File: src/rtl/keypad_pkg.sv
// Shared types and constants for the keypad scan/debounce front end.
package keypad_pkg;

  typedef enum logic [1:0] {
    IDLE,
    CONFIRM_PRESS,
    HELD,
    CONFIRM_RELEASE
  } kp_state_e;

  localparam int unsigned DEFAULT_SCAN_DIV        = 12000;
  localparam int unsigned DEFAULT_DEBOUNCE_FRAMES = 8;

  // Bits needed to index n items; never less than one bit.
  function automatic int unsigned code_w(input int unsigned n);
    return (n <= 2) ? 1 : $clog2(n);
  endfunction

endpackage

File: src/rtl/keypad_scan_debounce_col_sync.sv
// Two-flop synchronizer for asynchronous, active-low column inputs; idles high.
module col_sync #(
  parameter int unsigned WIDTH = 4
) (
  input  logic             clk,
  input  logic             rst_n,
  input  logic [WIDTH-1:0] d,
  output logic [WIDTH-1:0] q
);

  logic [WIDTH-1:0] meta_d, meta_q;
  logic [WIDTH-1:0] sync_d, sync_q;

  always_comb begin
    meta_d = d;
    sync_d = meta_q;
  end

  always_ff @(posedge clk or negedge rst_n) begin
    if (!rst_n) begin
      meta_q <= '1;
      sync_q <= '1;
    end else begin
      meta_q <= meta_d;
      sync_q <= sync_d;
    end
  end

  assign q = sync_q;

endmodule

File: src/rtl/keypad_scan_debounce.sv
// Row-scanned matrix keypad with frame-level debounce, producing press/release pulses and a held code.
// The release pulse is named key_release because release is a reserved word.
module keypad_scan_debounce
  import keypad_pkg::*;
#(
  parameter int unsigned NUM_ROWS        = 4,
  parameter int unsigned NUM_COLS        = 4,
  parameter int unsigned SCAN_DIV        = DEFAULT_SCAN_DIV,
  parameter int unsigned DEBOUNCE_FRAMES = DEFAULT_DEBOUNCE_FRAMES,
  parameter int unsigned CODE_W          = code_w(NUM_ROWS * NUM_COLS)
) (
  input  logic                hwclk,
  input  logic                rst_n,
  output logic [NUM_ROWS-1:0] keypad_row,
  input  logic [NUM_COLS-1:0] keypad_col,
  output logic                press,
  output logic                key_release,
  output logic [CODE_W-1:0]   key_code,
  output logic                key_held,
  output logic                multi_key
);

  localparam int unsigned ROW_W   = code_w(NUM_ROWS);
  localparam int unsigned COL_W   = code_w(NUM_COLS);
  localparam int unsigned DWELL_W = code_w(SCAN_DIV);
  localparam int unsigned CNT_W   = code_w(DEBOUNCE_FRAMES + 1);

  logic [NUM_COLS-1:0] col_sync_n;
  logic [NUM_COLS-1:0] col_act;

  col_sync #(.WIDTH(NUM_COLS)) u_col_sync (
    .clk   (hwclk),
    .rst_n (rst_n),
    .d     (keypad_col),
    .q     (col_sync_n)
  );

  assign col_act = ~col_sync_n;

  logic [DWELL_W-1:0] dwell_d, dwell_q;
  logic [ROW_W-1:0]   row_d, row_q;
  logic               frame_done_d, frame_done_q;
  logic               sample;

  always_comb begin
    dwell_d      = dwell_q + DWELL_W'(1);
    row_d        = row_q;
    sample       = 1'b0;
    frame_done_d = 1'b0;
    if (dwell_q == DWELL_W'(SCAN_DIV - 1)) begin
      dwell_d = '0;
      sample  = 1'b1;
      if (row_q == ROW_W'(NUM_ROWS - 1)) begin
        row_d        = '0;
        frame_done_d = 1'b1;
      end else begin
        row_d = row_q + ROW_W'(1);
      end
    end
  end

  always_comb begin
    keypad_row        = '1;
    keypad_row[row_q] = 1'b0;
  end

  // Lowest active column of the current row, and whether a second one is also active.
  logic             row_hit, row_multi;
  logic [COL_W-1:0] row_col;
  logic [CODE_W-1:0] row_code;

  always_comb begin
    row_hit   = 1'b0;
    row_multi = 1'b0;
    row_col   = '0;
    for (int unsigned c = 0; c < NUM_COLS; c++) begin
      if (col_act[c]) begin
        if (row_hit) row_multi = 1'b1;
        else         row_col   = COL_W'(c);
        row_hit = 1'b1;
      end
    end
    row_code = CODE_W'(32'(row_q) * NUM_COLS + 32'(row_col));
  end

  logic              cap_found_d, cap_found_q;
  logic              cap_multi_d, cap_multi_q;
  logic [CODE_W-1:0] cap_code_d, cap_code_q;

  // The capture is consumed on the frame_done cycle and cleared on the same edge.
  always_comb begin
    cap_found_d = cap_found_q;
    cap_multi_d = cap_multi_q;
    cap_code_d  = cap_code_q;
    if (frame_done_q) begin
      cap_found_d = 1'b0;
      cap_multi_d = 1'b0;
      cap_code_d  = '0;
    end else if (sample && row_hit) begin
      if (cap_found_q) cap_multi_d = 1'b1;
      else             cap_code_d  = row_code;
      if (row_multi)   cap_multi_d = 1'b1;
      cap_found_d = 1'b1;
    end
  end

  kp_state_e         state_d, state_q;
  logic [CNT_W-1:0]  cnt_d, cnt_q;
  logic [CODE_W-1:0] cand_d, cand_q;
  logic [CODE_W-1:0] key_code_d, key_code_q;
  logic              key_held_d, key_held_q;
  logic              press_d, press_q;
  logic              release_d, release_q;
  logic              last_frame;

  always_comb begin
    state_d    = state_q;
    cnt_d      = cnt_q;
    cand_d     = cand_q;
    key_code_d = key_code_q;
    key_held_d = key_held_q;
    press_d    = 1'b0;
    release_d  = 1'b0;
    last_frame = (32'(cnt_q) + 32'd1 >= DEBOUNCE_FRAMES);
    if (frame_done_q) begin
      case (state_q)
        IDLE: if (cap_found_q) begin
          if (DEBOUNCE_FRAMES == 1) begin
            state_d    = HELD;
            press_d    = 1'b1;
            key_code_d = cap_code_q;
            key_held_d = 1'b1;
          end else begin
            state_d = CONFIRM_PRESS;
            cand_d  = cap_code_q;
            cnt_d   = CNT_W'(1);
          end
        end
        CONFIRM_PRESS: begin
          if (!cap_found_q) begin
            state_d = IDLE;
            cnt_d   = '0;
          end else if (cap_code_q != cand_q) begin
            cand_d = cap_code_q;
            cnt_d  = CNT_W'(1);
          end else if (last_frame) begin
            state_d    = HELD;
            cnt_d      = '0;
            press_d    = 1'b1;
            key_code_d = cand_q;
            key_held_d = 1'b1;
          end else begin
            cnt_d = cnt_q + CNT_W'(1);
          end
        end
        HELD: if (!cap_found_q) begin
          if (DEBOUNCE_FRAMES == 1) begin
            state_d    = IDLE;
            release_d  = 1'b1;
            key_held_d = 1'b0;
          end else begin
            state_d = CONFIRM_RELEASE;
            cnt_d   = CNT_W'(1);
          end
        end
        CONFIRM_RELEASE: begin
          if (cap_found_q) begin
            state_d = HELD;
            cnt_d   = '0;
          end else if (last_frame) begin
            state_d    = IDLE;
            cnt_d      = '0;
            release_d  = 1'b1;
            key_held_d = 1'b0;
          end else begin
            cnt_d = cnt_q + CNT_W'(1);
          end
        end
        default: state_d = IDLE;
      endcase
    end
  end

  always_ff @(posedge hwclk or negedge rst_n) begin
    if (!rst_n) begin
      dwell_q      <= '0;
      row_q        <= '0;
      frame_done_q <= 1'b0;
      cap_found_q  <= 1'b0;
      cap_multi_q  <= 1'b0;
      cap_code_q   <= '0;
      state_q      <= IDLE;
      cnt_q        <= '0;
      cand_q       <= '0;
      key_code_q   <= '0;
      key_held_q   <= 1'b0;
      press_q      <= 1'b0;
      release_q    <= 1'b0;
    end else begin
      dwell_q      <= dwell_d;
      row_q        <= row_d;
      frame_done_q <= frame_done_d;
      cap_found_q  <= cap_found_d;
      cap_multi_q  <= cap_multi_d;
      cap_code_q   <= cap_code_d;
      state_q      <= state_d;
      cnt_q        <= cnt_d;
      cand_q       <= cand_d;
      key_code_q   <= key_code_d;
      key_held_q   <= key_held_d;
      press_q      <= press_d;
      release_q    <= release_d;
    end
  end

  assign press       = press_q;
  assign key_release = release_q;
  assign key_code    = key_code_q;
  assign key_held    = key_held_q;
  assign multi_key   = frame_done_q & cap_multi_q;

endmodule

File: config.mk
export PLATFORM = sky130hd
export DESIGN_NAME = keypad_scan_debounce
export DESIGN_NICKNAME = d
export VERILOG_FILES = /design/src/rtl/keypad_pkg.sv /design/src/rtl/keypad_scan_debounce_col_sync.sv /design/src/rtl/keypad_scan_debounce.sv
export SDC_FILE = /design/constraint.sdc
export NUM_CORES = 1
export LEC_CHECK = 0
export CAP_MARGIN = 10
export CORE_MARGIN = 2
export CORE_UTILIZATION = 55
export CTS_CLUSTER_SIZE = 40
export DETAILED_ROUTE_END_ITERATION = 10
export GPL_ROUTABILITY_DRIVEN = 0
export HOLD_SLACK_MARGIN = 0.08
export PLACE_DENSITY = 0.85
export SKIP_LAST_GASP = 1
export SLEW_MARGIN = 5
export SYNTH_ARGS = -nofsm -noshare
export SYNTH_HDL_FRONTEND = slang
export SYNTH_HIERARCHICAL = 1
export SYNTH_SLANG_ARGS = --single-unit
File: constraint.sdc
create_clock -name hwclk -period 2.6 [get_ports hwclk]
set_input_delay 0.52 -clock hwclk [delete_from_list [all_inputs] [get_ports hwclk]]
set_output_delay 0.52 -clock hwclk [all_outputs]
set_load 0.02 [all_outputs]
Yosys cells after proc, flatten, opt, wreduce, memory -nomap -nowiden
Cells that the tools add are included.
- output and inout port bits: 12
- memory bits (read-only): 0
- input port bits: 6
- memory bits (writable): 0
- memories kept: 0
- bits in latches: 0
- flip-flop bits (word level): 48
- word-level logic and storage cells: 124
- reduce and logical (&&, ||, !) cells: 14
- mux-type cells: 65
- add/subtract/negate cells: 5
- multipliers: 0
- shift-type cells: 0
- bitwise logic cells: 4
- magnitude comparators: 3
- eq/ne operators: 18
- divide/modulo/power cells: 0
- operator list (kind ; count):
    two-way mux 4 bit ; 12
    two-way mux 1 bit ; 35
    two-way mux 2 bit ; 12
    inequality test 2 bit (second input constant) ; 9
    one-hot mux 4 bit (4 select lines) ; 1
    adder 14 x 1 -> 14 bit (second input constant) ; 1
    equality test 14 bit (second input constant) ; 1
    two-way mux 14 bit ; 1
    AND reduction 5 bit ; 2
    inequality test 3 bit (second input constant) ; 3
    inverter 4 bit ; 2
    one-hot mux 2 bit (4 select lines) ; 1
    one-hot mux 4 bit (2 select lines) ; 1
    AND reduction 7 bit ; 1
    equality test 2 bit (second input constant) ; 3
    AND reduction 6 bit ; 1
    nonzero test 2 bit ; 3
    adder 4 x 1 -> 5 bit (second input constant) ; 1
    greater-or-equal comparator 5 x 4 -> 1 bit (second input constant) ; 1
    adder 4 x 1 -> 4 bit (second input constant) ; 1
    adder 4 x 2 -> 4 bit ; 1
    inequality test 4 bit ; 1
    AND reduction 2 bit ; 2
    less-than comparator 2 x 3 -> 1 bit (second input constant) ; 1
    11 further kinds ; 12

Longest topological paths before layout
- depth in word-level cells: 12
- gate-level depth with buffers: 7

By module
Netlist, hierarchy kept.
- modules (own cells, without submodules) (module ; area each (um^2) ; sequential area each (um^2) ; instances ; cells an instance):
    keypad_scan_debounce ; 2010.7 ; 1001.0 ; 1 ; 189
    col_sync ; 210.2 ; 210.2 ; 1 ; 8

Worst setup path before layout
Ideal clock, no wire load.
- path kind: reg-to-reg
- start point: reg dwell_q[0]
- end point: reg row_q[0]
- data arrival time: 1516 ps
- buffers on the path: 2
- library setup time: 83 ps
- slack: 1002 ps
- stages on the path, launching flop included: 8
- data required time: 2517 ps
- cell sequence: dfrtp_1 > ha_1 > nor4b_1 > and4_1 > buf_4 > buf_2 > nand3_1 > o21ai_0
- longest elaborated chain between the ends: 1
- RTL lines (item ; RTL line ; RTL):
    from (decl) ; keypad_scan_debounce.sv:40 ; logic [DWELL_W-1:0] dwell_d, dwell_q;
    from (signal assigned) ; keypad_scan_debounce.sv:200 ; dwell_q <= dwell_d;
    equality test 14 bit ; keypad_scan_debounce.sv:50 ; if (dwell_q == DWELL_W'(SCAN_DIV - 1)) begin
    to (signal assigned) ; keypad_scan_debounce.sv:201 ; row_q <= row_d;
    to (decl) ; keypad_scan_debounce.sv:41 ; logic [ROW_W-1:0] row_d, row_q;
Every way passes these cells.
A chain may end at the register's enable or synchronous reset.

Worst setup path after layout
- start point: reg row_q[0]
- end point: out keypad_row[0]
- longest elaborated chain between the ends: 5
- RTL lines (item ; RTL line ; RTL):
    less-than comparator 2 x 3 -> 1 bit (not written as such) / greater-or-equal comparator 2 x 1 -> 1 bit (equally long branches) ; keypad_scan_debounce.sv:64 ; keypad_row[row_q] = 1'b0;
    logical AND 1 bit (not written as such) ; keypad_scan_debounce.sv:64 ;
    two-way mux 1 bit (not written as such) ; keypad_scan_debounce.sv:64 ;
    demux 1 bit (select 2 bit) (*) ; keypad_scan_debounce.sv:64 ;
    inverter 4 bit (no line) (*) ; n/a ;
    to (decl) ; keypad_scan_debounce.sv:14 ; output logic [NUM_ROWS-1:0] keypad_row,
Mark *: on every way between the ends. The rest lies on a longest branch, timed or not.

==> metrics.json <==
{
  "worst_hold_path_type": {"value": "primary input to asynchronous set/reset pin"},
  "vias": {"value": 1487},
  "grt_start_max_net_pins": {"value": 42},
  "post_synth_xor_xnor_area": {"value": 5.13, "unit": "%"},
  "remaining_overflow_grt": {"value": 0},
  "cp-start-kind": {"value": "register"},
  "timing.critical_path.arrival": {"value": 1700, "unit": "ps"},
  "run_status": {"value": "complete, no violations"},
  "final_core_utilization": {"value": 64.3, "unit": "%"},
  "cts_htree_levels": {"value": 2},
  "synth-seq-cells": {"value": 48},
  "post_synth_and_or_nand_nor_area_fraction": {"value": 18.1, "unit": "%"},
  "cts-root-to-sink-buffers": {"value": 2},
  "first_global_vias": {"value": 1424},
  "finalSetupViolCount": {"value": 0},
  "num_antenna_cells": {"value": 0},
  "critPathRequiredTime": {"value": 2080, "unit": "ps"},
  "cells_resized_by_post_cts_repair": {"value": 0},
  "drive_above_1_share": {"value": 14.6, "unit": "%"},
  "tritoncts": {"value": "built"},
  "synth_area_per_cell": {"value": 11.3, "unit": "um2"},
  "total_count_of_hold_check_failures_in_the_final_report": {"value": 0},
  "asyncSetResetFlopFracSynth": {"value": 100, "unit": "%"},
  "vdd_ir_drop_max": {"value": 0.000396, "unit": "V"},
  "maxcap_viol_count": {"value": 0},
  "setup-tns-final": {"value": 0, "unit": "ps"},
  "die_width": {"value": 67.5, "unit": "um"},
  "finalCritPeriodShare": {"value": 85.4, "unit": "%"},
  "detail_route.wirelength": {"value": 3710, "unit": "um"},
  "drt-initial-drc-count": {"value": 76},
  "drc_errors": {"value": 0},
  "yosys-mux-area-fraction": {"value": 5.63, "unit": "%"},
  "max_freq": {"value": 450, "unit": "MHz"},
  "antenna_violations_before_repair": {"value": 0},
  "drt_first_pass_iters": {"value": 4},
  "post_drt_wl_per_cell": {"value": 13.8, "unit": "um"},
  "maxSlewHeadroom": {"value": 42.9, "unit": "%"},
  "worst_clock_skew": {"value": 11.7, "unit": "ps"},
  "cts_setup_buffers": {"value": 0},
  "areaGrowthSynthToFinish": {"value": 14.1, "unit": "%"},
  "worstReg2RegStart": {"value": "dwell_q[0]"},
  "dieArea": {"value": 4560, "unit": "um2"},
  "synth_largest_type_area_fraction": {"value": 45.1, "unit": "%"},
  "r2r_cells": {"value": 5},
  "nets": {"value": 231},
  "syn-num-nets": {"value": 210},
  "numPortBuffers": {"value": 17},
  "tritoncts.num_buffers": {"value": 5},
  "boundaryPins": {"value": 18},
  "p_per_area": {"value": 493, "unit": "nW/um2"},
  "synth.most_common_cell": {"value": "dfrtp_1"},
  "yosysWarningCount": {"value": 6},
  "num_rows": {"value": 23},
  "yosys-top-cells-area": {"value": "dfrtp_1 (45%), dfstp_2 (9.5%), ha_1 (3.9%), xor2_1 (2.8%), mux2_4 (2.7%)"},
  "grt_use_total": {"value": 18.6, "unit": "%"},
  "n_fill_cell": {"value": 327},
  "worst_slew_pin_slew": {"value": 856, "unit": "ps"},
  "reg2reg_setup_slack": {"value": 550, "unit": "ps"},
  "synth_sequential_area_ratio": {"value": 54.5, "unit": "%"},
  "clock_tree.root_cell": {"value": "clkbuf_8"},
  "synth_top_family_by_area": {"value": "simple AND/OR/NAND/NOR gates"},
  "grt_setup_unrepaired": {"value": "false"},
  "postRouteAntennaNets": {"value": 0},
  "worst-setup-path-type": {"value": "register to output port"},
  "synth_compound_gate_area_share": {"value": 9.69, "unit": "%"},
  "place_hpwl": {"value": 2630, "unit": "um"},
  "synth_common_cells": {"value": "dfrtp_1 (40), nand2_1 (14), nor2_1 (12)"},
  "post_synth_inst_count": {"value": 197},
  "die_extent_in_y": {"value": 67.5, "unit": "um"},
  "yosys.area_share.adder": {"value": 3.94, "unit": "%"},
  "yosys.area.top_type": {"value": "dfrtp_1"},
  "synth.lib_cells_used.distinct": {"value": 44},
  "worstSkewPairLatency": {"value": 310, "unit": "ps"},
  "slew_viol_final": {"value": 0},
  "fin_crit": {"value": 2220, "unit": "ps"},
  "wire_length_of_the_first_global_routing_pass": {"value": 6330, "unit": "um"},
  "post_cts_clock_slew_at_the_launch_and_capture_registers_of_the_worst_setup_and_hold_paths": {"value": 90, "unit": "ps"},
  "leakagePower": {"value": 0.00120, "unit": "uW"},
  "synth_top_flop_cell": {"value": "dfrtp_1"},
  "initial_core_util": {"value": 56.3, "unit": "%"},
  "netlist_area": {"value": 2220, "unit": "um2"},
  "tritoncts_num_sinks": {"value": 48},
  "cts.hold.buffers_added": {"value": 0},
  "worstReg2RegEnd": {"value": "cap_multi_q"},
  "route.detailed.vias_per_inst": {"value": 5.53},
  "worst-path-max-fanout": {"value": 4},
  "synth_edf_count": {"value": 0},
  "setup.worst_path.end_class": {"value": "output port"},
  "coreArea": {"value": 3940, "unit": "um2"}
}
how the worst max path moves through the flow:
stage                     to  depth (start not counted)  slack, ps       start
2_1_floorplan       row_q[0]                          7       1000  dwell_q[0]
3_3_place_gp      dwell_q[7]                          5        650  dwell_q[0]
3_5_place_dp      dwell_q[7]                          5        620  dwell_q[0]
4_1_cts        keypad_row[0]                          4        360    row_q[0]
5_1_grt        keypad_row[2]                          4        310    row_q[0]
6_report       keypad_row[0]                          4        380    row_q[0]
per-layer routing:
metal	part of all wire [%]	wire (um)	global-route usage, %
met1	46	1690	23.6
met2	49	1800	30.4
met3	3.8	140	5.00
met4	2.0	73	7.14
met5	0	0	0
power by group:
part | leakage, uW | internal [uW] | switching [uW] | total, uW
registers | 0.000629 | 757 | 4.02 | 761
clock network | 0.0000484 | 218 | 244 | 462
logic | 0.000521 | 8.70 | 16.4 | 25.1
cell type report:
type / instances / area (um2) / area share (%)
Timing Repair Buffer: 19 / 180 / 7.11
Sequential cell: 48 / 1210 / 47.8
Clock buffer: 7 / 86.3 / 3.41
Multi-Input combinational cell: 133 / 943 / 37.2
Tap cell: 50 / 62.6 / 2.47
Clock inverter: 1 / 8.76 / 0.346
Inverter: 11 / 41.3 / 1.63
metrics by stage:
stage               cell area (um2)  hold slack (ps)  setup slack, ps  power, uW  std cells
floorplan                      2220              224             1000        779        197
global placement               2440              346              654        802        261
detailed placement             2440              347              624        803        261
CTS                            2530              351              358       1260        269
global route                   2530              367              310       1290        269
finish                         2530              316              379       1250        269
placed cells by master (no fill, tap or decap), types with 6 or more instances in the layout:
cell | netlist | final
a21oi_1 | 8 | 8
and3_1 | 7 | 7
clkbuf_8 | 0 | 6
clkdlybuf4s50_1 | 0 | 16
dfrtp_1 | 40 | 40
dfstp_2 | 8 | 8
ha_1 | 7 | 7
inv_1 | 10 | 10
nand2_1 | 14 | 14
nand3_1 | 9 | 9
nand4_1 | 8 | 8
nor2_1 | 12 | 12
o21ai_0 | 8 | 8
xnor2_1 | 6 | 6
xor2_1 | 7 | 7
logic make-up (layout without fill, tap and decap cells):
logic type / after synthesis / in the layout
simple gates: 70 / 70
buf+inv: 16 / 38
fa+ha+maj: 7 / 7
compound gates: 33 / 33
mux: 10 / 10
xor+xnor: 13 / 13
flops: 48 / 48
critical path: stages (launching register included):
cell and delay (ps):
dfrtp_1 430, inv_1 110, ha_1 220, inv_1 50, clkdlybuf4s50_1 590
flip-flops by register name (all words and copies together) (netlist names), named ones only:
signal,cells
cap_multi_q,1
state_q,1
row_q,2
cnt_q,4
press,1
frame_done_q,1
u_col_sync/q,4
dwell_q,14
cand_q,4
key_held,1
u_col_sync/meta_q,4
cap_code_q,4
key_release,1
cap_found_q,1
key_code,4
Note: power is estimated with default switching activity, not from simulation.
==> RTL change 1, RTL diff (same settings) <==
The package constant `DEFAULT_SCAN_DIV` goes from 12000 to 6000.
--- a/src/rtl/keypad_pkg.sv
+++ b/src/rtl/keypad_pkg.sv
@@ -8,7 +8,7 @@
     CONFIRM_RELEASE
   } kp_state_e;
 
-  localparam int unsigned DEFAULT_SCAN_DIV        = 12000;
+  localparam int unsigned DEFAULT_SCAN_DIV        = 6000;
   localparam int unsigned DEFAULT_DEBOUNCE_FRAMES = 8;
 
   // Bits needed to index n items; never less than one bit.
Behaviour: same outputs for any inputs over 10 cycles, from zero or initial values and one cycle with rst_n low; that may be too few to reach the edited logic, so the function may still have changed.
==> RTL change 1 against the original RTL <==
- synthesized area shrank 5.7%
- power grew 3.1%
- sequential share of layout area grew 1.2 points
- setup slack improved by 14 ps
- hold slack gained 33 ps
- final area decreased by 4.4%
- sequential cell count shrank 1
- routed wire length decreased by 11%
- largest power group unchanged
==> RTL change 1: results <==
group,metric,value,unit
finish,fillers,278,
synth,ys_types,36,
sta,finClkSkew,8.40,ps
finish,n_antenna_cell,0,
routing,firstDrtPassIters,4,
global_route,grt.total_usage,18.6,%
routing,drt-total-wl,3300,µm
place,dp.cells,247,
global_route,grt_pass1_wl,5980,µm
routing,drtIter0Drc,50,
routing,avgRoutedWirePerCell,12.9,µm
finish,largest_reg_flops,13,
clocking,ctsHtreeMaxLevel,2,
synth,syn_nets,196,
setup_path,setup.worst_path.start,"frame_done_q$_DFF_PN0_",
clocking,clk_pin_slew,80,ps
run_status,run_status,"complete, no violations",
routing,vias_per_cell,5.40,
clocking,numCtsBuffers,5,
synth,ys_top_cells_by_count,"dfrtp_1, nor2_1, inv_1, nand2_1",
clocking,clk_latency,300,ps
setup_path,worstReg2RegStart,"cnt_q[0]$_DFFE_PN0P_",
finish,layout-drive-gt1-share,15.0,%
global_route,grt_max_degree,45,
worst_hold_path,worst_hold_path_type,"in2async",
sta,relSlewSlack,39.3,%
power_and_ir_drop,peakVddDrop,0.545,mV
synth,avgSynthCellArea,11.4,µm²
finish,nets,219,
clocking,cts_buffer_depth,2,
synth,netlist_top_cells_area,"dfrtp_1, dfstp_2, mux2_2, ha_1, nor2_1",
synth,ys_seq_area_share,56.7,%
synth,ys.warnings.count,6,
setup_path,crit_path_max_fanout,12,
power_and_ir_drop,leakage,1.16,nW
place,placed_area,0.00232,mm²
place,dp_hpwl,2400,µm
synth,synthArstFlopShare,100,%
finish,regMostFlops,"dwell_q",
setup_path,cpMaxStageDelayCell,"clkdlybuf4s50_1",
clocking,cts_resized,0,
clocking,cts-root-buf,"clkbuf_8",
place,preCtsSetupSlack,710,ps
global_route,first_global_vias,1387,
setup_path,cpPeakStageDelay,610,ps
[RTL change 1: kinds of logic after synthesis]
group	Yosys count	share of synthesized area [%]
buffers and inverters	17	3.53
XOR/XNOR	14	5.86
multiplexers	11	5.74
AND/OR/NAND/NOR	63	16.4
flip-flops	47	56.7
adder cells (fa/ha/maj)	7	4.18
AO/OA/AOI/OAI	24	7.65
[RTL change 1: final cells by class]
| class | instances | area [µm²] | area share (%) |
|---|---|---|---|
| inverters | 13 | 48.8 | 2.01 |
| repair buffers | 20 | 188 | 7.75 |
| flip-flops and latches | 47 | 1190 | 49.0 |
| clock buffers | 7 | 76.3 | 3.15 |
| multi-input cells | 119 | 833 | 34.4 |
| clock inverters | 1 | 30.0 | 1.24 |
| well taps | 48 | 60.1 | 2.48 |
[RTL change 1: path summary, 6_finish.rpt]
| path | end | slack (ps) | cells past startpoint |
|---|---|---|---|
| max | multi_key | 390 | 2 |
| max reg2reg | key_code[0]$_DFFE_PN0P_ | 720 | 6 |
| max in group asynchronous | u_col_sync/q[1]$_DFF_PN1_ | 1580 | 2 |
| min in group hwclk | u_col_sync/q[0]$_DFF_PN1_ | 360 | 0 |
| min | cand_q[3]$_DFFE_PN0P_ | 350 | 1 |
| min reg2reg | u_col_sync/q[0]$_DFF_PN1_ | 360 | 0 |
[RTL change 1: stage by stage]
| step | util [%] | hold WS, ps |
|---|---|---|
| floorplan | - | 224 |
| global placement | 63.3 | 346 |
| detailed placement | 63.3 | 347 |
| CTS | 66.2 | 359 |
| global route | 66.2 | 362 |
| finish | 66.2 | 349 |
[RTL change 1: power breakdown]
group          internal (mW)  leakage [nW]  switching (mW)  total, mW
sequential             0.742         0.615         0.00444      0.746
clock                  0.288        0.0524           0.226      0.514
combinational        0.00988         0.491          0.0165     0.0264
total                   1.04          1.16           0.247       1.29
[RTL change 1: per-layer routing]
layer	track usage [%]	up-vias	part of all wire, %
li1	-	663	-
met1	21.2	682	43
met2	31.3	28	50
met3	7.02	5	5.3
met4	7.55	0	1.7
met5	0	-	0
==> RTL change 2, RTL diff (same settings) <==
Without the edit above. The 4 states of `kp_state_e` get a one-hot encoding in 4 bits.
--- a/src/rtl/keypad_pkg.sv
+++ b/src/rtl/keypad_pkg.sv
@@ -1,11 +1,11 @@
 // Shared types and constants for the keypad scan/debounce front end.
 package keypad_pkg;
 
-  typedef enum logic [1:0] {
-    IDLE,
-    CONFIRM_PRESS,
-    HELD,
-    CONFIRM_RELEASE
+  typedef enum logic [3:0] {
+    IDLE            = 4'b0001,
+    CONFIRM_PRESS   = 4'b0010,
+    HELD            = 4'b0100,
+    CONFIRM_RELEASE = 4'b1000
   } kp_state_e;
 
   localparam int unsigned DEFAULT_SCAN_DIV        = 12000;
Formal check against the unedited RTL: same outputs for any inputs over 10 cycles, from zero or initial values and one cycle with rst_n low; not proved beyond that.
==> RTL change 2 against the original RTL <==
- maximum frequency down 0.56%
- power up 1.8%
- routed wire length up 4.9%
- sequential power up 4.2%
- via count up 6.0%
- core utilization down 0.46 points
- critical path depth down 2
- critical path type unchanged
- synthesized area up 11%
- synthesized cell count up 9.1%
- sequential cell count up 2
- setup slack worse by 13 ps
- critical endpoint is now multi_key
- final area up 8.9%
==> RTL change 2: results <==
group,metric,value,unit
run_status,run_status,"complete, no violations",
finish,nMultiInputCombCells,146,
finish,postLayoutCellArea,0.00276,mm²
setup_path,cpMaxStageDelayCell,"dfrtp_1",
place,preCtsSetupSlack,629,ps
finish,seq_cell_count,50,
synth,syn_nets,228,
finish,seq_area_share,45.8,%
synth,ys_types,51,
finish,clk_share,3.27,%
routing,met1_length,1770,µm
routing,route.met3.wl,133,µm
synth,avgSynthCellArea,11.4,µm²
global_route,grt_pass1_wl,7180,µm
power_and_ir_drop,share_comb_of_total_power,2.2,%
global_route,globalRouteMet3Util,4.56,%
sta,tightest_slew,539,ps
setup_path,r2r_slack,650,ps
global_route,first_global_vias,1636,
power_and_ir_drop,pg_comb,28.5,µW
sta,finClkSkew,13.0,ps
setup_path,crit_path_max_fanout,14,
place,dp_hpwl,2900,µm
routing,avgRoutedWirePerCell,13.5,µm
place,dp.cells,281,
synth,ys_seq_area_share,51.4,%
global_route,gr-usage-met2,30.9,%
routing,vias_per_cell,5.45,
global_route,grt_max_degree,21,
finish,layout-drive-gt1-share,18.1,%
finish,nonClockInverterCount,13,
power_and_ir_drop,p_seq_share,62.4,%
finish,nets,249,
place,placed_area,0.00267,mm²
global_route,use_met1,21.6,%
power_and_ir_drop,peakVddDrop,0.356,mV
finish,n_all_buffers,20,
setup_path,worstReg2RegStart,"cnt_q[0]$_DFFE_PN0P_",
finish,syn_to_final_growth,12.3,%
finish,fin_cells,289,
## RTL change 2: worst register-to-register path: stages, from the launching register on
cell and delay, ps:
dfrtp_1 440, ha_1 220, and4b_1 200, a21oi_1 310, nand4_1 320, mux2_2 360
## RTL change 2: cell families after synthesis
family	Yosys count	share of synthesized area, %
and+or+nand+nor	79	21.1
xor gates and xnor gates	18	6.42
AOI/OAI and AO/OA	27	7.23
adders and majority gates	8	3.97
DFF	50	51.4
muxes	14	6.26
buffers and inverters	19	3.67
## RTL change 2: worst max path at each step
stage / slack [ps] / to / start / cells after the start
CTS: 350 / multi_key / frame_done_q$_DFF_PN0_ / 2
detailed placement: 630 / key_code[0]$_DFFE_PN0P_ / cnt_q[0]$_DFFE_PN0P_ / 5
global route: 290 / multi_key / frame_done_q$_DFF_PN0_ / 2
floorplan: 840 / state_q[1]$_DFFE_PN0P_ / state_q[0]$_DFFE_PN1P_ / 6
global placement: 710 / multi_key / frame_done_q$_DFF_PN0_ / 2
finish: 370 / multi_key / frame_done_q$_DFF_PN0_ / 2
